===== src/rtl/instr_prefetch_unit_pkg.sv =====
// Shared definitions for the instruction prefetch unit and the core top.
package instr_prefetch_unit_pkg;

    localparam int unsigned XLEN   = 32;
    localparam int unsigned INST_W = 32;

    localparam logic [XLEN-1:0]   DEFAULT_RESET_PC = '0;
    localparam logic [INST_W-1:0] INST_NOP         = 32'h0000_0013;

    // One buffered fetch result: instruction word, access-fault flag and its PC.
    localparam int unsigned ENTRY_W = INST_W + 1 + XLEN;

    typedef struct packed {
        logic [INST_W-1:0] data;
        logic              err;
        logic [XLEN-1:0]   pc;
    } fetch_entry_t;

    // Fetch addresses are always word aligned; low two bits are dropped.
    function automatic logic [XLEN-1:0] align_word(input logic [XLEN-1:0] addr);
        return {addr[XLEN-1:2], 2'b00};
    endfunction

endpackage


===== src/rtl/prefetch_fifo.sv =====
// Small synchronous FIFO of fetch entries with flush; the head entry is read
// straight from registered storage, so a push becomes visible the next cycle.
module prefetch_fifo
    import instr_prefetch_unit_pkg::*;
#(
    parameter  int unsigned DEPTH = 4,
    localparam int unsigned CW    = $clog2(DEPTH + 1),
    localparam int unsigned PW    = (DEPTH > 1) ? $clog2(DEPTH) : 1
) (
    input  logic         clk,
    input  logic         reset,
    input  logic         push_i,
    input  fetch_entry_t push_entry_i,
    input  logic         pop_i,
    input  logic         flush_i,
    output fetch_entry_t head_o,
    output logic         full_o,
    output logic         empty_o,
    output logic [CW-1:0] count_o
);

    logic [PW-1:0] rd_ptr_q;
    logic [PW-1:0] wr_ptr_q;
    logic [CW-1:0] count_q;
    fetch_entry_t  mem_q [DEPTH];

    // Pointers wrap at DEPTH-1 so non-power-of-two depths also work.
    function automatic logic [PW-1:0] ptr_inc(input logic [PW-1:0] ptr);
        return (ptr == PW'(DEPTH - 1)) ? '0 : ptr + PW'(1);
    endfunction

    // Storage, pointers and occupancy; flush empties the FIFO in one cycle.
    always_ff @(posedge clk or posedge reset) begin
        // NOTE: sequential state uses non-blocking assignments so every flop
        // samples the pre-edge values regardless of statement order.
        if (reset) begin
            rd_ptr_q <= '0;
            wr_ptr_q <= '0;
            count_q  <= '0;
            // NOTE: the storage is reset because the head is visible on the
            // output ports, which must read as zero straight out of reset.
            for (int i = 0; i < DEPTH; i++) begin
                mem_q[i] <= '0;
            end
        end else if (flush_i) begin
            rd_ptr_q <= '0;
            wr_ptr_q <= '0;
            count_q  <= '0;
        end else begin
            if (push_i) begin
                mem_q[wr_ptr_q] <= push_entry_i;
                wr_ptr_q        <= ptr_inc(wr_ptr_q);
            end
            if (pop_i) begin
                rd_ptr_q <= ptr_inc(rd_ptr_q);
            end
            count_q <= count_q + CW'(push_i) - CW'(pop_i);
        end
    end

    assign head_o  = mem_q[rd_ptr_q];
    assign empty_o = (count_q == '0);
    assign full_o  = (count_q == CW'(DEPTH));
    assign count_o = count_q;

endmodule


===== src/rtl/instr_prefetch_unit.sv =====
// Sequential instruction prefetcher: issues word fetches under a credit limit,
// buffers in-order responses with their PCs, and on a redirect flushes the
// buffer and silently discards every response still owed by memory.
module instr_prefetch_unit
    import instr_prefetch_unit_pkg::*;
#(
    parameter int unsigned     DEPTH    = 4,
    parameter logic [XLEN-1:0] RESET_PC = DEFAULT_RESET_PC
) (
    input  logic              clk,
    input  logic              reset,
    output logic              imem_req_valid,
    input  logic              imem_req_ready,
    output logic [XLEN-1:0]   imem_req_addr,
    input  logic              imem_rsp_valid,
    input  logic [INST_W-1:0] imem_rsp_data,
    input  logic              imem_rsp_err,
    input  logic              redirect_valid,
    input  logic [XLEN-1:0]   redirect_pc,
    output logic              inst_valid,
    input  logic              inst_ready,
    output logic [INST_W-1:0] inst_data,
    output logic [XLEN-1:0]   inst_pc,
    output logic              inst_err
);

    localparam int unsigned CW = $clog2(DEPTH + 1);
    typedef logic [CW-1:0] cnt_t;

    logic [XLEN-1:0] fetch_pc_q, fetch_pc_d;
    logic [XLEN-1:0] rsp_pc_q, rsp_pc_d;
    cnt_t            outstanding_q, outstanding_d;
    cnt_t            discard_q, discard_d;

    cnt_t         fifo_count;
    cnt_t         credit_used;
    logic         fifo_full, fifo_empty, fifo_push, fifo_pop;
    logic         req_fire, rsp_accept, rsp_drop;
    fetch_entry_t push_entry, head_entry;

    // Request credit, handshake decode and the next-state of PCs and counters.
    always_comb begin
        // NOTE: every output of this block gets a default first so no path
        // leaves a signal unassigned and no latch is inferred.
        fetch_pc_d    = fetch_pc_q;
        rsp_pc_d      = rsp_pc_q;
        outstanding_d = outstanding_q;
        discard_d     = discard_q;

        // Buffered + in flight (live or doomed) may never exceed the FIFO size.
        credit_used    = fifo_count + outstanding_q + discard_q;
        imem_req_valid = !reset && (credit_used < cnt_t'(DEPTH));
        req_fire       = imem_req_valid && imem_req_ready;
        rsp_accept     = imem_rsp_valid && !redirect_valid && (discard_q == '0);
        rsp_drop       = imem_rsp_valid && !redirect_valid && (discard_q != '0);

        if (redirect_valid) begin
            // Everything still owed by memory, including a request firing now
            // with the old address, becomes a response to throw away.
            fetch_pc_d    = align_word(redirect_pc);
            rsp_pc_d      = align_word(redirect_pc);
            discard_d     = discard_q + outstanding_q + cnt_t'(req_fire)
                          - cnt_t'(imem_rsp_valid);
            outstanding_d = '0;
        end else begin
            if (req_fire) begin
                fetch_pc_d = fetch_pc_q + XLEN'(4);
            end
            if (rsp_accept) begin
                rsp_pc_d = rsp_pc_q + XLEN'(4);
            end
            outstanding_d = outstanding_q + cnt_t'(req_fire) - cnt_t'(rsp_accept);
            discard_d     = discard_q - cnt_t'(rsp_drop);
        end
    end

    // State register for PCs and credit counters.
    always_ff @(posedge clk or posedge reset) begin
        if (reset) begin
            fetch_pc_q    <= RESET_PC;
            rsp_pc_q      <= RESET_PC;
            outstanding_q <= '0;
            discard_q     <= '0;
        end else begin
            fetch_pc_q    <= fetch_pc_d;
            rsp_pc_q      <= rsp_pc_d;
            outstanding_q <= outstanding_d;
            discard_q     <= discard_d;
        end
    end

    assign imem_req_addr = fetch_pc_q;

    assign push_entry = '{data: imem_rsp_data, err: imem_rsp_err, pc: rsp_pc_q};
    assign fifo_push  = rsp_accept;
    assign fifo_pop   = inst_valid && inst_ready && !redirect_valid;

    prefetch_fifo #(
        .DEPTH (DEPTH)
    ) u_fifo (
        .clk          (clk),
        .reset        (reset),
        .push_i       (fifo_push),
        .push_entry_i (push_entry),
        .pop_i        (fifo_pop),
        .flush_i      (redirect_valid),
        .head_o       (head_entry),
        .full_o       (fifo_full),
        .empty_o      (fifo_empty),
        .count_o      (fifo_count)
    );

    assign inst_valid = !fifo_empty;
    assign inst_data  = head_entry.data;
    assign inst_pc    = head_entry.pc;
    assign inst_err   = head_entry.err;

    // The credit limit must make a push into a full FIFO impossible.
    a_no_overflow: assert property (@(posedge clk) disable iff (reset)
        fifo_push |-> !fifo_full);

endmodule


===== config.mk =====
export PLATFORM = sky130hd
export DESIGN_NAME = instr_prefetch_unit
export DESIGN_NICKNAME = d
export VERILOG_FILES = /design/src/rtl/instr_prefetch_unit_pkg.sv /design/src/rtl/prefetch_fifo.sv /design/src/rtl/instr_prefetch_unit.sv
export SDC_FILE = /design/constraint.sdc
export NUM_CORES = 1
export LEC_CHECK = 0
export CAP_MARGIN = 20
export CORE_ASPECT_RATIO = 0.5
export CORE_UTILIZATION = 61
export DETAILED_ROUTE_END_ITERATION = 16
export GPL_TIMING_DRIVEN = 0
export MAX_ROUTING_LAYER = met4
export PLACE_DENSITY = 0.85
export SLEW_MARGIN = 20
export SYNTH_ARGS = -nofsm -noshare
export SYNTH_HDL_FRONTEND = slang
export SYNTH_SLANG_ARGS = --single-unit

===== constraint.sdc =====
create_clock -name clk -period 24.1 [get_ports clk]
set_input_delay 3.615 -clock clk [delete_from_list [all_inputs] [get_ports clk]]
set_output_delay 3.615 -clock clk [all_outputs]
set_load 0.05 [all_outputs]

Word-level counts from Yosys, hierarchy flattened:

Index checks and enable logic that the tools add are counted.

* add/subtract/negate cells: 14
* muxes and demuxes: 19
* order comparisons: 4
* reduce and logical (&&, ||, !) cells: 18
* bitwise gates (word level): 3
* eq/ne operators: 2

Operators with widths (number)
* 260-bit bitwise mux: 1
* 65-bit two-way mux: 3
* 65-bit binary-select mux with 2-bit select: 1
* 65-bit demux with 2-bit select: 1
* 32-bit two-way mux: 4
* 32-bit by 3-bit adder with 32-bit output (second input constant): 2
* 2-bit two-way mux: 6
* 3-bit by 1-bit subtractor with 3-bit output: 4
* 3-bit by 1-bit adder with 3-bit output: 3
* 3-bit adder: 3
* 3-bit two-way mux: 3
* 1-bit logical AND: 8
* 3-bit >= comparator (second input constant): 2
* 3-bit zero test: 2
* 2-bit inverter with 3-bit output: 2
* 2-bit nonzero test: 3
* 2-bit by 1-bit adder with 2-bit output (second input constant): 2
* 2-bit equality test (second input constant): 2
* 1-bit zero test: 3
* 3-bit by 1-bit less-than comparator with 1-bit output (second input constant): 1
* 3-bit less-than comparator (second input constant): 1
* 3-bit nonzero test: 1
* 2-bit AND reduction: 1
* 1-bit inverter: 1

* word-level logic and storage cells: 79
* bits in registers: 337
* input port bits: 71

Depth between registers and ports, before layout:

* word-level depth: 8
* gate-level depth with buffers: 14
* depth with buffers taken out: 12

Cells and area by module:

Synthesis repeated with hierarchy kept, for this count alone.

* cell total of the unflattened synthesis: 1136
* area total of the unflattened synthesis: 15865.2 µm²

By module, submodules not included
* prefetch_fifo: cells an instance 670, area each 11695.0 µm², sequential area each 6681.4 µm², times used 1
* instr_prefetch_unit: cells an instance 466, area each 4170.2 µm², sequential area each 1651.6 µm², times used 1

Worst setup path after synthesis:

OpenSTA, ideal clock, no wires.

* path type: input-to-output
* start point: in reset
* end point: out imem_req_valid
* stages: 1
* data arrival time: 4.269 ns
* path buffers: 0
* required time: 20.485 ns
* setup slack: 16.216 ns
* cell sequence: nor2_1

* longest elaborated chain between the ends: 2

Ends and longest elaborated chain
* from (decl): RTL line instr_prefetch_unit.sv:11 `input logic reset,`
* 1-bit zero test (no line)
* 1-bit logical AND: RTL line instr_prefetch_unit.sv:52 `imem_req_valid = !reset && (credit_used < cnt_t'(DEPTH));`
* to (decl): RTL line instr_prefetch_unit.sv:12 `output logic imem_req_valid,`

Every way passes these cells.

Worst setup path after layout:

Ends and elaborated chain as after synthesis.

==> summary.md <==
| Metric | Value |
|---|---|
| Clock transition at path regs | `~0.07 ns` |
| Hold path depth | `2` |
| Number of antenna violations at the first check in global routing | `1` |
| Finished Cell Area | `about 18000 um2` |
| Worst hold endpoint | `u_fifo.mem_q[26]` |
| Final core occ | `around 76%` |
| Routed wire length per instance | `about 22 um` |
| Total CTS buffers | `28` |
| Sequential Power Share | `between 30% and 40%` |
| Fin crit period | `about 8.7 ns` |
| Worst-Margin Slew | `just over 0.9 ns` |
| Gpl congestion | `slightly above 0.9` |
| Maxcap violations | `0` |
| Critical Path End Type | `output port` |
| Largest net degree at the start of global routing | `110` |
| Initial drt markers | `976` |
| Synth area leaders | `dfrtp_1 (53%), mux2_2 (18%), mux4_2 (9.3%), nand2_1 (1.6%), nor2_1 (1.4%)` |
| #FFs+latches synth | `between 300 and 400` |
| Final Net Count | `1445` |
| Synth area leader | `dfrtp_1` |
| Power density of the placed cells | `between 100 and 150 nW/um2` |
| Largest family of logic cells by synthesized area | `multiplexers` |
| Row cnt | `40` |
| Core area | `between 20000 and 25000 um2` |
| Die X | `~230 um` |
| R2r startpoint | `outstanding_q[1]` |
| CP max FO | `3` |
| Drt drc | `0` |
| Total die area | `between 20000 and 30000 um2` |
| Post-cts repair resize count | `0` |
| Mapped Area | `about 15000 um2` |
| RSZ-0062 raised after global routing | `false` |
| Clock Path Buffers | `3` |
| Total power | `0.002005 W` |
| Switching power | `between 0.0007 and 0.0008 W` |
| Synth Flop Type | `dfrtp_1` |
| Post-synthesis xor/xnor area fraction | `1.257%` |
| Crit Path Class | `primary input to output port` |
| Comb power frac | `41.0%` |
| Max_slew headroom | `roughly two fifths` |
| CP required | `roughly 20 ns` |
| Vias | `about 11000` |
| Most frequent cells in the layout | `dfrtp_1 (325), mux2_2 (247), clkdlybuf4s50_1 (162)` |
| Fin crit share | `36.17%` |
| Avg Vias per Cell | `6.225` |
| Post-Synth Simple-Gate Area | `between 8 and 9%` |
| Final Max Slew Viols | `0` |
| Num Clock Sinks | `325` |
| Synth Area per Inst | `~13 um2` |
| Syn. warnings | `0` |
| FF-to-FF path depth | `13` |
| Worst-Skew Late Latency | `around 0.56 ns` |
| Worst hold path type | `flip-flop to flip-flop` |
| Worst Hold Launch | `u_fifo.mem_q[26]` |
| Total wire length | `about 38000 um` |
| Clock root buffer | `clkbuf_16` |
| Data arrival, critical path | `5.10 ns` |
| Commonest non-fill, non-tap cell in the layout | `dfrtp_1` |
| Synth Area in Compound Gates | `under 10%` |
| Die height | `~110 um` |
| First-pass GRT wire length | `between 60000 and 70000 um` |
| Detailed placer's ending HPWL | `~27000 um` |
| I/O Buffers | `~160` |
| Total track usage | `about a third` |
| Post-CTS Setup Repair Bufs | `0` |
| Skew final | `about 0.019 ns` |
| Outcome | `completed` |
| Cell-internal power | `approximately 0.0012 W` |
| Synth Area in Adders | `1.959%` |
| Setup violators final | `0` |
| Yosys cell types | `49` |
| Mux cell area share after synthesis | `~28%` |
| First drt pass iteration count | `7` |
| Number of global-route vias before repair | `between 10000 and 15000` |
| CTS tree | `yes` |
| GR Overflow Total | `0` |
| Sw Share | `between 30% and 40%` |
| Leak pwr | `8.174 nW` |
| Top cell type's share of synthesized area | `~53%` |
| Peak VDD IR | `just over 0.05 mV` |
| Clock group share of total power | `24.4%` |
| Ys async rst share | `between 90% and 100%` |
| Register area share after synthesis | `a little over half` |
| Final ANT Viol Nets | `0` |
| Initial core utilization | `63.03%` |
| Startpoint types | `primary input` |
| Hold buffers post-CTS | `0` |
| Reg2Reg Capture Point | `discard_q[2]` |
| Setup tns final | `0 ns` |
| H-tree levels | `1` |
| Layout cells sized above 1 | `~28%` |
| Synthesized instance count | `approximately 1200` |
| I/O pins | `170` |
| FMAX | `around 110 MHz` |
| Area Overhead vs Synth | `20.48%` |
| Placement Cell Area | `17470 um2` |
| Setup slack, reg-to-reg | `19.59 ns` |
| Final hold vios | `0` |
| Post-synth EDFFs | `0` |
## final cells by class
class	instances	area (um2)
Sequential cell	325	8133
Multi-Input combinational cell	721	6751
Fill cell	1553	5853
Timing Repair Buffer	165	1704
Clock buffer	40	827.0
Tap cell	336	420.4
Buffer	84	352.8
Clock inverter	12	166.4
Inverter	28	112.6
Antenna cell	1	2.502
## per-stage QoR
step / setup WS [ns] / instances / hold slack [ns]
CTS: 15.38 / 1711 / 0.4815
finish: 15.38 / 1712 / 0.4815
global placement: 8.278 / 1656 / 0.4566
global route: 15.34 / 1712 / 0.5113
detailed placement: 15.38 / 1659 / 0.4695
floorplan: 11.49 / 1158 / 0.4446
## cell usage after synthesis (13+ instances only)
cell type,count
dfrtp_1,325
mux2_2,247
nand2_1,64
mux4_2,63
nor2_1,57
clkbuf_1,55
nand3_1,32
inv_1,25
a31oi_1,23
o21ai_0,20
or4_1,18
nand4_1,17
a21oi_1,16
ha_1,16
xnor2_1,16
nor3_1,15
o31ai_1,13
## critical path: stages
cell and delay [ns]:
clkdlybuf4s50_1 0.52, nor2_1 0.14, clkdlybuf4s50_1 0.82
## power groups by stage
| stage | combinational (W) | sequential [W] | clock, W |
|---|---|---|---|
| floorplan | 0.000562 | 0.000704 | 0 |
| global placement | 0.000805 | 0.000694 | 0 |
| detailed placement | 0.000822 | 0.000703 | 0 |
| CTS | 0.000827 | 0.000694 | 0.000491 |
| global route | 0.000867 | 0.000705 | 0.000514 |
| finish | 0.000822 | 0.000695 | 0.000488 |
## sequential cells by signal (all words and copies together), names as in the netlist
register         count
rsp_pc_q            30
imem_req_addr       30
u_fifo.count_o       3
u_fifo.mem_q       252
discard_q            3
u_fifo.wr_ptr_q      2
outstanding_q        3
u_fifo.rd_ptr_q      2
## layer usage
metal	GRT usage, %	share of wire (%)	vias up
met5	-	0	-
met4	7.432	2.3	0
met3	5.645	6.8	92
met2	50.22	48	402
met1	43.63	43	5480
li1	-	-	4683
## kinds of logic after synthesis
kind of cell               Yosys count
DFF                                325
muxes                              312
and+or+nand+nor                    247
AOI/OAI and AO/OA                  115
buffers and inverters              112
xor gates and xnor gates            22
adders and majority gates           21
other                                1
## worst max path at each step
stage | from | slack, ns | to | depth (start not counted)
CTS | reset | 15.38 | imem_req_valid | 3
finish | reset | 15.38 | imem_req_valid | 3
global route | reset | 15.34 | imem_req_valid | 3
floorplan | reset | 11.49 | discard_q[0] | 1
global placement | reset | 8.28 | u_fifo.mem_q[171] | 2
detailed placement | reset | 15.38 | imem_req_valid | 3
Power figures use the tool's default switching activity.
